<file path="src/rtl/uart_prog_loader_if.sv">
// Loader bus: UART byte stream and reload request in; program-memory write port, status byte
// and CPU hold out. The loader uses the master modport, the surrounding system the slave one.
interface uart_prog_loader_if #(
    parameter int unsigned ADDR_WIDTH     = 11,
    parameter int unsigned BYTES_PER_WORD = 2
);
    localparam int unsigned W = 8 * BYTES_PER_WORD;

    logic [7:0]            rx_data;
    logic                  rx_data_wr;
    logic                  reload;
    logic                  mem_wr;
    logic [ADDR_WIDTH-1:0] mem_addr;
    logic [W-1:0]          mem_wr_data;
    logic [7:0]            tx_data;
    logic                  tx_en;
    logic                  loading;
    logic                  error;

    modport master (
        input  rx_data, rx_data_wr, reload,
        output mem_wr, mem_addr, mem_wr_data, tx_data, tx_en, loading, error
    );

    modport slave (
        output rx_data, rx_data_wr, reload,
        input  mem_wr, mem_addr, mem_wr_data, tx_data, tx_en, loading, error
    );
endinterface

</file>
<file path="src/rtl/uart_prog_loader.sv">
// UART program loader: packs bytes into big-endian words, writes them to program memory from
// BASE_ADDR, checks an optional checksum, reports a status byte and releases the CPU.
module uart_prog_loader #(
    parameter int unsigned                   ADDR_WIDTH     = 11,
    parameter int unsigned                   BYTES_PER_WORD = 2,
    parameter logic [ADDR_WIDTH-1:0]         BASE_ADDR      = 'h200,
    parameter logic [ADDR_WIDTH-1:0]         ADDR_LIMIT     = ADDR_WIDTH'(2**ADDR_WIDTH - BYTES_PER_WORD),
    parameter logic [8*BYTES_PER_WORD-1:0]   END_MARK       = {BYTES_PER_WORD{8'hFF}},
    parameter bit                            CHECKSUM_EN    = 1'b1,
    parameter int unsigned                   TIMEOUT_CYCLES = 27000
) (
    input  logic               clk,
    input  logic               rst,
    uart_prog_loader_if.master bus
);
    localparam int unsigned W    = 8 * BYTES_PER_WORD;
    localparam int unsigned IDXW = (BYTES_PER_WORD > 1) ? $clog2(BYTES_PER_WORD) : 1;
    localparam int unsigned TW   = (TIMEOUT_CYCLES > 1) ? $clog2(TIMEOUT_CYCLES + 1) : 1;

    localparam logic [7:0] ST_OK   = 8'h4B;
    localparam logic [7:0] ST_CSUM = 8'h45;
    localparam logic [7:0] ST_OVF  = 8'h4F;
    localparam logic [7:0] ST_TO   = 8'h54;

    typedef enum logic [1:0] {S_RECV, S_CSUM, S_ACK, S_RUN} state_t;

    state_t                state_q, state_d;
    logic [W-1:0]          word_q, word_d, word_next;
    logic [IDXW-1:0]       idx_q, idx_d;
    logic [ADDR_WIDTH-1:0] mem_addr_q, mem_addr_d, addr_cur, addr_sum;
    logic                  full_q, full_d, full_cur, addr_carry;
    logic                  mem_wr_q, mem_wr_d;
    logic [W-1:0]          mem_wr_data_q, mem_wr_data_d;
    logic [7:0]            csum_q, csum_d, word_sum;
    logic [7:0]            status_q, status_d;
    logic                  error_q, error_d;
    logic [TW-1:0]         to_q, to_d;
    logic                  byte_in, word_done, is_end, overflow, counting, timeout;
    logic                  tx_en, loading;

    always_comb begin
        byte_in   = bus.rx_data_wr && !bus.reload && (state_q == S_RECV || state_q == S_CSUM);
        word_next = (word_q << 8) | W'(bus.rx_data);
        word_done = byte_in && (state_q == S_RECV) && (idx_q == IDXW'(BYTES_PER_WORD - 1));
        is_end    = (word_next == END_MARK);
        word_sum  = '0;
        for (int unsigned i = 0; i < BYTES_PER_WORD; i++) begin
            word_sum = word_sum + word_next[8*i +: 8];
        end
        // The post-write increment lands on the same edge a following word may be judged, so the
        // overflow check sees the address as it will be after that increment. Carry-out pins the
        // address and marks memory full instead of wrapping.
        {addr_carry, addr_sum} = {1'b0, mem_addr_q} + (ADDR_WIDTH + 1)'(BYTES_PER_WORD);
        addr_cur = mem_addr_q;
        full_cur = full_q;
        if (mem_wr_q) begin
            if (addr_carry) full_cur = 1'b1;
            else            addr_cur = addr_sum;
        end
        overflow = full_cur || (addr_cur > ADDR_LIMIT);
        counting = (state_q == S_RECV && idx_q != '0) || (state_q == S_CSUM);
        timeout  = (TIMEOUT_CYCLES != 0) && counting && !bus.rx_data_wr &&
                   (to_q == TW'(TIMEOUT_CYCLES - 1));
    end

    always_ff @(posedge clk or posedge rst) begin
        if (rst) state_q <= S_RECV;
        else     state_q <= state_d;
    end

    always_comb begin
        state_d  = state_q;
        status_d = status_q;
        if (bus.reload) begin
            state_d = S_RECV;
        end else begin
            case (state_q)
                S_RECV: begin
                    if (word_done && is_end) begin
                        state_d = CHECKSUM_EN ? S_CSUM : S_ACK;
                        if (!CHECKSUM_EN) status_d = ST_OK;
                    end else if (word_done && overflow) begin
                        state_d  = S_ACK;
                        status_d = ST_OVF;
                    end
                end
                S_CSUM: begin
                    if (byte_in) begin
                        state_d  = S_ACK;
                        status_d = (bus.rx_data == csum_q) ? ST_OK : ST_CSUM;
                    end else if (timeout) begin
                        state_d  = S_ACK;
                        status_d = ST_TO;
                    end
                end
                S_ACK:   state_d = (status_q == ST_OK) ? S_RUN : S_RECV;
                default: state_d = state_q;
            endcase
        end
    end

    always_comb begin
        tx_en   = (state_q == S_ACK);
        loading = (state_q != S_RUN);
    end

    always_comb begin
        word_d        = word_q;
        idx_d         = idx_q;
        mem_addr_d    = addr_cur;
        full_d        = full_cur;
        mem_wr_d      = 1'b0;
        mem_wr_data_d = mem_wr_data_q;
        csum_d        = csum_q;
        error_d       = error_q;
        to_d          = (bus.rx_data_wr || !counting || timeout || TIMEOUT_CYCLES == 0) ? '0 : to_q + 1'b1;
        if (bus.reload) begin
            word_d        = '0;
            idx_d         = '0;
            mem_addr_d    = BASE_ADDR;
            full_d        = 1'b0;
            mem_wr_data_d = '0;
            csum_d        = '0;
            error_d       = 1'b0;
            to_d          = '0;
        end else begin
            if (byte_in) error_d = 1'b0;
            if (state_q == S_RECV) begin
                if (byte_in) begin
                    word_d = word_next;
                    if (word_done) begin
                        idx_d = '0;
                        if (!is_end && !overflow) begin
                            mem_wr_d      = 1'b1;
                            mem_wr_data_d = word_next;
                            csum_d        = csum_q + word_sum;
                        end
                    end else begin
                        idx_d = idx_q + 1'b1;
                    end
                end else if (timeout) begin
                    word_d = '0;
                    idx_d  = '0;
                end
            end
            if (state_q == S_ACK && status_q != ST_OK) begin
                error_d    = 1'b1;
                mem_addr_d = BASE_ADDR;
                full_d     = 1'b0;
                csum_d     = '0;
                idx_d      = '0;
                word_d     = '0;
            end
        end
    end

    always_ff @(posedge clk or posedge rst) begin
        if (rst) begin
            word_q        <= '0;
            idx_q         <= '0;
            mem_addr_q    <= BASE_ADDR;
            full_q        <= 1'b0;
            mem_wr_q      <= 1'b0;
            mem_wr_data_q <= '0;
            csum_q        <= '0;
            status_q      <= '0;
            error_q       <= 1'b0;
            to_q          <= '0;
        end else begin
            word_q        <= word_d;
            idx_q         <= idx_d;
            mem_addr_q    <= mem_addr_d;
            full_q        <= full_d;
            mem_wr_q      <= mem_wr_d;
            mem_wr_data_q <= mem_wr_data_d;
            csum_q        <= csum_d;
            status_q      <= status_d;
            error_q       <= error_d;
            to_q          <= to_d;
        end
    end

    assign bus.mem_wr      = mem_wr_q;
    assign bus.mem_addr    = mem_addr_q;
    assign bus.mem_wr_data = mem_wr_data_q;
    assign bus.tx_data     = status_q;
    assign bus.tx_en       = tx_en;
    assign bus.loading     = loading;
    assign bus.error       = error_q;
endmodule

</file>
<file path="src/flat_wrapper.sv">
// flat-port wrapper written by rule: the top's interface ports become plain ports
module uart_prog_loader_flat 
#(
    parameter int unsigned                   ADDR_WIDTH     = 11,
    parameter int unsigned                   BYTES_PER_WORD = 2,
    parameter logic [ADDR_WIDTH-1:0]         BASE_ADDR      = 'h200,
    parameter logic [ADDR_WIDTH-1:0]         ADDR_LIMIT     = ADDR_WIDTH'(2**ADDR_WIDTH - BYTES_PER_WORD),
    parameter logic [8*BYTES_PER_WORD-1:0]   END_MARK       = {BYTES_PER_WORD{8'hFF}},
    parameter bit                            CHECKSUM_EN    = 1'b1,
    parameter int unsigned                   TIMEOUT_CYCLES = 27000
)
  (clk, rst, bus_rx_data, bus_rx_data_wr, bus_reload, bus_mem_wr, bus_mem_addr, bus_mem_wr_data, bus_tx_data, bus_tx_en, bus_loading, bus_error);
  uart_prog_loader_if #(.ADDR_WIDTH(ADDR_WIDTH), .BYTES_PER_WORD(BYTES_PER_WORD)) bus_i ();
  input  logic clk;
  input  logic rst;
  input wire logic [$bits(bus_i.rx_data)-1:0] bus_rx_data;
  input wire logic [$bits(bus_i.rx_data_wr)-1:0] bus_rx_data_wr;
  input wire logic [$bits(bus_i.reload)-1:0] bus_reload;
  output wire logic [$bits(bus_i.mem_wr)-1:0] bus_mem_wr;
  output wire logic [$bits(bus_i.mem_addr)-1:0] bus_mem_addr;
  output wire logic [$bits(bus_i.mem_wr_data)-1:0] bus_mem_wr_data;
  output wire logic [$bits(bus_i.tx_data)-1:0] bus_tx_data;
  output wire logic [$bits(bus_i.tx_en)-1:0] bus_tx_en;
  output wire logic [$bits(bus_i.loading)-1:0] bus_loading;
  output wire logic [$bits(bus_i.error)-1:0] bus_error;
  assign bus_i.rx_data = bus_rx_data;
  assign bus_i.rx_data_wr = bus_rx_data_wr;
  assign bus_i.reload = bus_reload;
  assign bus_mem_wr = bus_i.mem_wr;
  assign bus_mem_addr = bus_i.mem_addr;
  assign bus_mem_wr_data = bus_i.mem_wr_data;
  assign bus_tx_data = bus_i.tx_data;
  assign bus_tx_en = bus_i.tx_en;
  assign bus_loading = bus_i.loading;
  assign bus_error = bus_i.error;
  uart_prog_loader #(.ADDR_WIDTH(ADDR_WIDTH), .BYTES_PER_WORD(BYTES_PER_WORD), .BASE_ADDR(BASE_ADDR), .ADDR_LIMIT(ADDR_LIMIT), .END_MARK(END_MARK), .CHECKSUM_EN(CHECKSUM_EN), .TIMEOUT_CYCLES(TIMEOUT_CYCLES)) u_core (.clk(clk), .rst(rst), .bus(bus_i));
endmodule
</file>
<file path="config.mk">
export PLATFORM = sky130hd
export DESIGN_NAME = uart_prog_loader_flat
export DESIGN_NICKNAME = d
export VERILOG_FILES = /design/src/rtl/uart_prog_loader_if.sv /design/src/rtl/uart_prog_loader.sv /design/src/flat_wrapper.sv
export SDC_FILE = /design/constraint.sdc
export NUM_CORES = 1
export LEC_CHECK = 0
export ABC_AREA = 0
export ABC_CLOCK_PERIOD_IN_PS = 8300
export CAP_MARGIN = 15
export CORE_ASPECT_RATIO = 0.75
export CORE_MARGIN = 2
export CORE_UTILIZATION = 59
export DETAILED_ROUTE_END_ITERATION = 10
export GPL_TIMING_DRIVEN = 0
export PLACE_DENSITY = 0.85
export REMOVE_ABC_BUFFERS = 1
export SLEW_MARGIN = 20
export SYNTH_ARGS = -nofsm -noshare
export SYNTH_HDL_FRONTEND = slang
export SYNTH_SLANG_ARGS = --single-unit
</file>
<file path="constraint.sdc">
create_clock -name clk -period 8.3 [get_ports clk]
set_clock_uncertainty 0.05 [all_clocks]
set_input_delay 1.245 -clock clk [delete_from_list [all_inputs] [get_ports clk]]
set_output_delay 1.245 -clock clk [all_outputs]
set_load 0.005 [all_outputs]
</file>
==> results of run 1 <==
==> metal layers <==
metal / GRT usage (%) / vias up
li1: - / 1364
met4: 9.84 / 0
met2: 37.6 / 79
met3: 7.02 / 13
met5: 0 / -
met1: 34.2 / 1380
==> kinds of logic (layout without fill, tap and decap cells) <==
group                      after synthesis  count (layout)
and+or+nand+nor                        146             146
xor gates and xnor gates                22              22
adders and majority gates               27              27
muxes                                   17              17
AOI/OAI and AO/OA                       58              58
DFF                                     68              68
other                                    1               3
buffers and inverters                   31              79
==> flip-flops by register name, summed over array words and instances, names as in the netlist <==
name / cells
u_core.bus.mem_wr_data: 16
u_core.to_q: 15
u_core.bus.mem_addr: 10
u_core.csum_q: 8
u_core.word_q: 8
u_core.bus.tx_data: 5
u_core.state_q: 2
u_core.bus.error: 1
u_core.bus.mem_wr: 1
u_core.full_q: 1
u_core.idx_q: 1
==> worst max path at each step <==
| stage | start | endpoint | slack, ns | cells after the start |
|---|---|---|---|---|
| 3_3_place_gp | bus_reload | u_core.csum_q[6] | 3.68 | 7 |
| 5_1_grt | bus_reload | u_core.csum_q[6] | 3.59 | 7 |
| 2_1_floorplan | bus_rx_data[1] | u_core.csum_q[7] | 4.82 | 8 |
| 6_report | bus_reload | u_core.csum_q[6] | 3.94 | 7 |
| 3_5_place_dp | bus_reload | u_core.csum_q[6] | 3.65 | 7 |
| 4_1_cts | bus_reload | u_core.csum_q[6] | 3.96 | 7 |
==> stage by stage <==
stage                     hold slack [ns]  instances
after global placement              0.426        484
after detailed placement            0.432        485
after floorplan                     0.405        356
after global routing                0.481        501
after CTS                           0.437        501
final                               0.445        501
==> power by group <==
part / internal [mW] / switching, mW / total [mW]
Combinational: 0.136 / 0.143 / 0.279
Sequential: 0.365 / 0.0333 / 0.399
Clock: 0.176 / 0.128 / 0.303
==> cell usage in the layout, fill, tap and decap left out, types with 11 or more instances in the layout <==
cell type,instances
sky130_fd_sc_hd__dfrtp_1,67
sky130_fd_sc_hd__clkdlybuf4s50_1,47
sky130_fd_sc_hd__nor2_1,45
sky130_fd_sc_hd__nand2_1,30
sky130_fd_sc_hd__o21ai_0,19
sky130_fd_sc_hd__ha_1,19
sky130_fd_sc_hd__nand2b_1,18
sky130_fd_sc_hd__inv_1,14
sky130_fd_sc_hd__mux2i_1,13
sky130_fd_sc_hd__xnor2_1,12
sky130_fd_sc_hd__nand4_1,11
==> area by class of cell <==
type / count / area (µm²) / share of cell area [%]
Multi-Input combinational cell: 273 / 1910 / 42.6
Sequential cell: 68 / 1700 / 38.0
Timing Repair Buffer: 48 / 490 / 11.0
Clock buffer: 11 / 141 / 3.16
Tap cell: 81 / 101 / 2.26
Clock inverter: 5 / 75.1 / 1.68
Inverter: 15 / 58.8 / 1.31
==> results_tabular.tex, run 1 <==
\begin{tabular}{lr}
\hline
Metric & Value \\
\hline
\multicolumn{2}{l}{\textbf{Status}} \\
Status & completed \\
\multicolumn{2}{l}{\textbf{Cells and area}} \\
Fill cell instance count of the final layout & approximately 480 \\
Number of nets in the layout & 454 \\
Post-route cell area & about 0.0045 mm² \\
N\_diodes & 0 \\
Share of post-route cells with drive strength above 1 & 6.67\% \\
Final core area utilization & 71.9\% \\
Area added between synthesis and finish & 19.9\% \\
\multicolumn{2}{l}{\textbf{Timing}} \\
Final setup violation count & 0 \\
Least-Margin Pin Slew & 1.06 ns \\
Minimum clock period & about 4.4 ns \\
Max-slew headroom at the worst pin & between 20 and 30\% \\
Timing-limited maximum frequency & $\sim$230 MHz \\
Final Worst Setup Slack & $\sim$3.9 ns \\
Post-route setup TNS & 0 ns \\
Part of the cycle the worst path needs & about 53\% \\
Number of failing hold endpoints at the final stage & 0 \\
Unrepaired setup endpoints after global routing & no \\
Max-slew violation total from the final report & 0 \\
\multicolumn{2}{l}{\textbf{Synth}} \\
Mean post-synth cell area & just over 10 µm² \\
Post-Synth XOR/XNOR Area & 5.16\% \\
Most repeated cell in the gate-level netlist after synthesis & sky130\_fd\_sc\_hd\_\_dfrtp\_1 \\
Count of flip-flops with a built-in enable after synthesis & 0 \\
Most used standard cells in the synthesized netlist & sky130\_fd\_sc\_hd\_\_dfrtp\_1, sky130\_fd\_sc\_hd\_\_nor2\_1, sky130\_fd\_sc\_hd\_\_nand2\_1 \\
Share of the synthesized area in the top cell type & about 45\% \\
Yosys top cell by area & sky130\_fd\_sc\_hd\_\_dfrtp\_1 \\
Yosys reg bits & about 70 \\
Synth warnings & 0 \\
Summed instance area of the synthesized netlist & 0.00373 mm² \\
Largest cells by area after synthesis & sky130\_fd\_sc\_hd\_\_dfrtp\_1, sky130\_fd\_sc\_hd\_\_ha\_1, sky130\_fd\_sc\_hd\_\_nor2\_1 \\
Mux contribution to synthesized area & 4.89\% \\
Combinational family with the most area after synthesis & simple AND/OR/NAND/NOR gates \\
Number of library cell types mapped by synthesis & a little over 50 \\
Prevailing post-synth register cell & sky130\_fd\_sc\_hd\_\_dfrtp\_1 \\
Simple-gate share of the synthesized area & about a fifth \\
Seq/Total Area, Yosys & 45.6\% \\
Adder and majority gate portion of the synthesized area & about a tenth \\
Share of async-settable or async-resettable flops after synthesis & 100\% \\
Synthesized instance count & 370 \\
Synthesized-area fraction occupied by ao, oa, aoi and oai cells & 10.5\% \\
\multicolumn{2}{l}{\textbf{Setup path}} \\
Worst reg2reg path startpoint & u\_core.bus.mem\_addr[1] \\
Top cell family by delay on the critical path & buffers and inverters \\
Highest fanout seen on the critical path & 32 \\
Critical path data arrival time & 4.60 ns \\
Reg2Reg Capture Point & u\_core.csum\_q[6] \\
Slowest library cell on the worst path & sky130\_fd\_sc\_hd\_\_inv\_1 \\
Critical Path Max Stage Delay & 0.88 ns \\
Total buffers and inverters traversed by the critical path & 2 \\
WS Path Type & in -> reg \\
FF-to-FF path depth & 7 \\
Kind of launch point of the worst setup path & input pin \\
Register-to-register setup slack & roughly 5.3 ns \\
Crit end category & flop \\
Required time of the critical path & 8.53 ns \\
Cells along the critical path & clkdlybuf4s50\_1 -> nor2b\_1 -> nand3\_1 -> nand3b\_1 -> inv\_1 -> o21ai\_0 -> a21oi\_1 \\
\multicolumn{2}{l}{\textbf{Place}} \\
Cell Area, Placed & 0.00426 mm² \\
Last weighted congestion value of the routability-driven placer & roughly 0.86 \\
Post-detail-place hpwl & about 5500 µm \\
Total of buffers placed on input and output ports & 47 \\
Post-place setup slack & $\sim$3.6 ns \\
\multicolumn{2}{l}{\textbf{Clock network}} \\
Number of setup buffers added after CTS & 0 \\
CTS tree & built \\
Total of cells resized after clock tree synthesis & 0 \\
Max H-tree Level & 3 \\
Clock slew at the register clock pins of the worst setup and hold paths & around 0.080 ns \\
Clock root buffer & sky130\_fd\_sc\_hd\_\_clkbuf\_8 \\
Buffers from clock root to sink, at most & 2 \\
Clock insertion delay at the later pin of the skew report & 0.36 ns \\
Number of sinks driven by the clock tree & a little under 70 \\
Count of hold buffers inserted by post-cts repair & 0 \\
Number of buffers created by CTS & 9 \\
\multicolumn{2}{l}{\textbf{Detailed routing}} \\
Wire length on met3 & around 500 µm \\
Total number of vias & $\sim$2.8k \\
Amount of wire on met2 after detailed routing & 3620 µm \\
Iteration-0 DRC Markers & approximately 170 \\
WL/cell & $\sim$16 µm \\
Length of the first detailed-routing pass in iterations & 4 \\
Met1 wire length & around 3800 µm \\
Drt total wl & $\sim$8000 µm \\
Post-DRT Antenna Nets & 0 \\
Max layer used & met4 \\
Vias per cell & roughly 5.7 \\
Drt drc & 0 \\
\multicolumn{2}{l}{\textbf{Global route}} \\
Via count of the first global-routing pass & roughly 2.8k \\
Remaining Overflow, GRT & 0 \\
Wire length of the first global-routing pass & $\sim$13000 µm \\
Initial antenna violation count & 0 \\
Pin count of the biggest net entering global routing & 41 \\
Overall global routing resource usage & around a quarter \\
\multicolumn{2}{l}{\textbf{Pwr}} \\
Pleak & just under 2 nW \\
Overall power consumption & $\sim$0.98 mW \\
Power per standard cell area & 219 mW/mm² \\
Worst-case vdd ir drop & roughly 0.16 mV \\
\multicolumn{2}{l}{\textbf{Job}} \\
Count of maximum capacitance violations & 0 \\
\multicolumn{2}{l}{\textbf{Floorplanning}} \\
Initial core utilization & 60.0\% \\
Die Footprint & roughly 0.007 mm² \\
Die width & $\sim$96 µm \\
Count of pins on the block boundary & roughly 50 \\
Row cnt & 25 \\
Die span in y & around 73 µm \\
Core area & $\sim$0.0062 mm² \\
\multicolumn{2}{l}{\textbf{Min path}} \\
Worst Hold End & u\_core.to\_q[0] \\
Launch point of the worst hold path & u\_core.to\_q[0] \\
Hold Crit Class & reg -> reg \\
Depth of the worst hold-timing path & 1 \\
\hline
\end{tabular}
(Power assumes the default switching activity.)
==> run 2: changes to the inputs <==
--- a/config.mk
+++ b/config.mk
@@ -6,14 +6,14 @@
 export NUM_CORES = 1
 export LEC_CHECK = 0
 export ABC_AREA = 0
-export ABC_CLOCK_PERIOD_IN_PS = 8300
+export ABC_CLOCK_PERIOD_IN_PS = 4200
 export CAP_MARGIN = 15
 export CORE_ASPECT_RATIO = 0.75
 export CORE_MARGIN = 2
-export CORE_UTILIZATION = 59
+export CORE_UTILIZATION = 55
 export DETAILED_ROUTE_END_ITERATION = 10
 export GPL_TIMING_DRIVEN = 0
-export PLACE_DENSITY = 0.85
+export PLACE_DENSITY = 0.8
 export REMOVE_ABC_BUFFERS = 1
 export SLEW_MARGIN = 20
 export SYNTH_ARGS = -nofsm -noshare
==> constraint.sdc (replaced) <==
create_clock -name clk -period 4.2 [get_ports clk]
set_clock_uncertainty 0.05 [all_clocks]
set_input_delay 0.63 -clock clk [delete_from_list [all_inputs] [get_ports clk]]
set_output_delay 0.63 -clock clk [all_outputs]
set_load 0.005 [all_outputs]
==> results_tabular.tex, run 2 (synthesized netlist as in run 1, its figures left out) <==
\begin{tabular}{lr}
\hline
Metric & Value \\
\hline
\multicolumn{2}{l}{\textbf{Clock network}} \\
Count of hold buffers inserted by post-cts repair & 0 (unchanged) \\
Number of buffers created by CTS & 9 (unchanged) \\
Clock slew at the register clock pins of the worst setup and hold paths & 0.08 ns (about the same) \\
Clock insertion delay at the later pin of the skew report & 0.35 ns (about the same) \\
Number of setup buffers added after CTS & 0 (unchanged) \\
Buffers from clock root to sink, at most & 2 (unchanged) \\
Number of sinks driven by the clock tree & 68 (unchanged) \\
Max H-tree Level & 3 (unchanged) \\
Total of cells resized after clock tree synthesis & 0 (unchanged) \\
CTS tree & built \\
Clock root buffer & sky130\_fd\_sc\_hd\_\_clkbuf\_8 \\
\multicolumn{2}{l}{\textbf{Timing}} \\
Unrepaired setup endpoints after global routing & no \\
Max-slew headroom at the worst pin & 27.5\% (-1.1 points) \\
Minimum clock period & between 3 and 4 ns \\
Final setup violation count & 0 (unchanged) \\
Least-Margin Pin Slew & 1.08 ns (+0.0170 ns) \\
Part of the cycle the worst path needs & $\sim$90\% \\
Timing-limited maximum frequency & roughly 260 MHz \\
Max-slew violation total from the final report & 0 (unchanged) \\
Number of failing hold endpoints at the final stage & 0 (unchanged) \\
Post-route setup TNS & 0 ns (unchanged) \\
\multicolumn{2}{l}{\textbf{Setup path}} \\
Register-to-register setup slack & 1.19 ns (-4.08 ns) \\
Worst reg2reg path startpoint & u\_core.bus.mem\_addr[1] \\
Critical Path Start & bus\_reload \\
Highest fanout seen on the critical path & 32 (unchanged) \\
Required time of the critical path & 4.43 ns (-4.10 ns) \\
Reg2Reg Capture Point & u\_core.csum\_q[6] \\
Crit end category & flop \\
Critical path data arrival time & 4.01 ns (-0.59 ns) \\
Destination of the critical timing path & u\_core.csum\_q[6] \\
WS Path Type & in -> reg \\
FF-to-FF path depth & 7 (unchanged) \\
Kind of launch point of the worst setup path & input pin \\
\multicolumn{2}{l}{\textbf{Place}} \\
Total of buffers placed on input and output ports & 47 (unchanged) \\
Last weighted congestion value of the routability-driven placer & 0.852 (-1.2\%) \\
Post-detail-place hpwl & 5720 µm (+3.1\%) \\
Number of cells after detailed placement & 485 (unchanged) \\
\multicolumn{2}{l}{\textbf{Detailed routing}} \\
WL/cell & 16.2 µm (+1.3\%) \\
Post-DRT Antenna Nets & 0 (unchanged) \\
Total number of vias & 2894 (+2.0\%) \\
Drt total wl & 8100 µm (+1.1\%) \\
Drt drc & 0 (unchanged) \\
Length of the first detailed-routing pass in iterations & 4 (unchanged) \\
Iteration-0 DRC Markers & 164 (-4.7\%) \\
Vias per cell & 5.79 (+2.2\%) \\
\multicolumn{2}{l}{\textbf{Floorplanning}} \\
Die span in y & 75.4 µm (+3.4\%) \\
Row cnt & 25 (unchanged) \\
Count of pins on the block boundary & 51 (unchanged) \\
Die width & 99.1 µm (+3.4\%) \\
Core area & 0.00644 mm² (+3.5\%) \\
Die Footprint & 0.00747 mm² (+6.9\%) \\
Initial core utilization & 57.9\% (-2.0 points) \\
\multicolumn{2}{l}{\textbf{Cells and area}} \\
Commonest non-fill, non-tap cells in the layout & sky130\_fd\_sc\_hd\_\_dfrtp\_1, sky130\_fd\_sc\_hd\_\_clkdlybuf4s50\_1, sky130\_fd\_sc\_hd\_\_nor2\_1 \\
N\_diodes & 0 (unchanged) \\
Non-Filler Instances & 500 (-0.20\%) \\
Number of nets in the layout & 454 (unchanged) \\
Share of post-route cells with drive strength above 1 & 6.21\% (-0.46 points) \\
Fill cell instance count of the final layout & 490 (+2.5\%) \\
Most common library cell in the layout ignoring fill and taps & sky130\_fd\_sc\_hd\_\_dfrtp\_1 \\
Area added between synthesis and finish & 18.6\% \\
Max reg flops & 16 (unchanged) \\
\multicolumn{2}{l}{\textbf{Job}} \\
Count of maximum capacitance violations & 0 (unchanged) \\
\multicolumn{2}{l}{\textbf{Pwr}} \\
Sequential group share of total power & 43.3\% (+2.7 points) \\
Internal power contribution & 1.23 mW (+82\%) \\
Switching share of power & 32.7\% (+1.8 points) \\
Reported net switching power & 0.599 mW (+97\%) \\
Overall power consumption & 1.83 mW (+87\%) \\
Clock group share of total power & 26.6\% (-4.3 points) \\
Relative contribution of combinational cells to total power & 30.1\% (+1.7 points) \\
Worst-case vdd ir drop & 0.274 mV (+71\%) \\
Pleak & 1.96 nW (-1.2\%) \\
Power per standard cell area & 413 mW/mm² (+89\%) \\
\multicolumn{2}{l}{\textbf{Global route}} \\
Pin count of the biggest net entering global routing & 44 (+7.3\%) \\
Initial antenna violation count & 0 (unchanged) \\
Overall global routing resource usage & 23.8\% (-1.0 points) \\
Via count of the first global-routing pass & 2801 (-0.39\%) \\
Wire length of the first global-routing pass & 13700 µm (+4.9\%) \\
Remaining Overflow, GRT & 0 (unchanged) \\
\multicolumn{2}{l}{\textbf{Min path}} \\
Hold Crit Class & reg -> reg \\
\multicolumn{2}{l}{\textbf{Status}} \\
Status & completed \\
\hline
\end{tabular}
==> run 2: cell count changes in the layout (fill, tap and decap cells not counted), sizes merged <==
cell | previous run | this run
clkinv | 3 | 2
bufinv | 2 | 0
clkbuf | 11 | 13
==> run 2: final cells by class <==
type | count | area [µm²] | area share, %
clock buffer | 13 | 159 | 3.59
multi-input combinational | 273 | 1910 | 43.0
sequential | 68 | 1700 | 38.5
clock inverter | 2 | 10.0 | 0.226
timing repair buffer | 48 | 490 | 11.1
tap | 81 | 101 | 2.29
inverter | 15 | 58.8 | 1.33
==> run 2: stage by stage <==
| stage | instance area [µm²] | util [%] | hold WS [ns] | setup slack [ns] |
|---|---|---|---|---|
| after global routing | 4430 | 68.7 | 0.467 | 0.0781 |
| after floorplan | 3660 | - | 0.405 | 1.33 |
| after global placement | 4240 | 65.7 | 0.424 | 0.167 |
| final | 4430 | 68.7 | 0.445 | 0.419 |
| after detailed placement | 4260 | 66.1 | 0.432 | 0.0675 |
| after CTS | 4430 | 68.7 | 0.441 | 0.457 |
==> run 2: how the worst min path moves through the flow <==
stage	from	to	slack (ns)	cells past startpoint
2_1_floorplan	u_core.to_q[0]	u_core.to_q[0]	0.40	1
3_3_place_gp	u_core.to_q[0]	u_core.to_q[0]	0.42	1
3_5_place_dp	u_core.to_q[0]	u_core.to_q[0]	0.43	1
4_1_cts	u_core.to_q[0]	u_core.to_q[0]	0.44	1
5_1_grt	u_core.to_q[0]	u_core.to_q[0]	0.47	1
6_report	u_core.to_q[0]	u_core.to_q[0]	0.44	1
==> run 2: worst max-delay path, stage by stage <==
cell and delay, ns:
sky130_fd_sc_hd__clkdlybuf4s50_1 0.88, sky130_fd_sc_hd__nor2b_1 0.39, sky130_fd_sc_hd__nand3_1 0.20, sky130_fd_sc_hd__nand3b_1 0.59
sky130_fd_sc_hd__inv_1 0.89, sky130_fd_sc_hd__o21ai_0 0.23, sky130_fd_sc_hd__a21oi_1 0.19
==> run 2: power by group through the flow <==
stage	Combinational [mW]	Clock [mW]	Sequential (mW)
6_report	0.551	0.488	0.792
5_1_grt	0.619	0.519	0.801
4_1_cts	0.550	0.498	0.791
3_5_place_dp	0.546	0	0.802
3_3_place_gp	0.521	0	0.797
2_1_floorplan	0.347	0	0.789
==> run 2: routing by layer <==
metal | wire length (µm) | global-route usage [%] | up-vias
li1 | - | - | 1369
met1 | 3910 | 33.9 | 1424
met2 | 3570 | 36.2 | 90
met3 | 504 | 5.96 | 11
met4 | 117 | 8.83 | 0
met5 | 0 | 0 | -
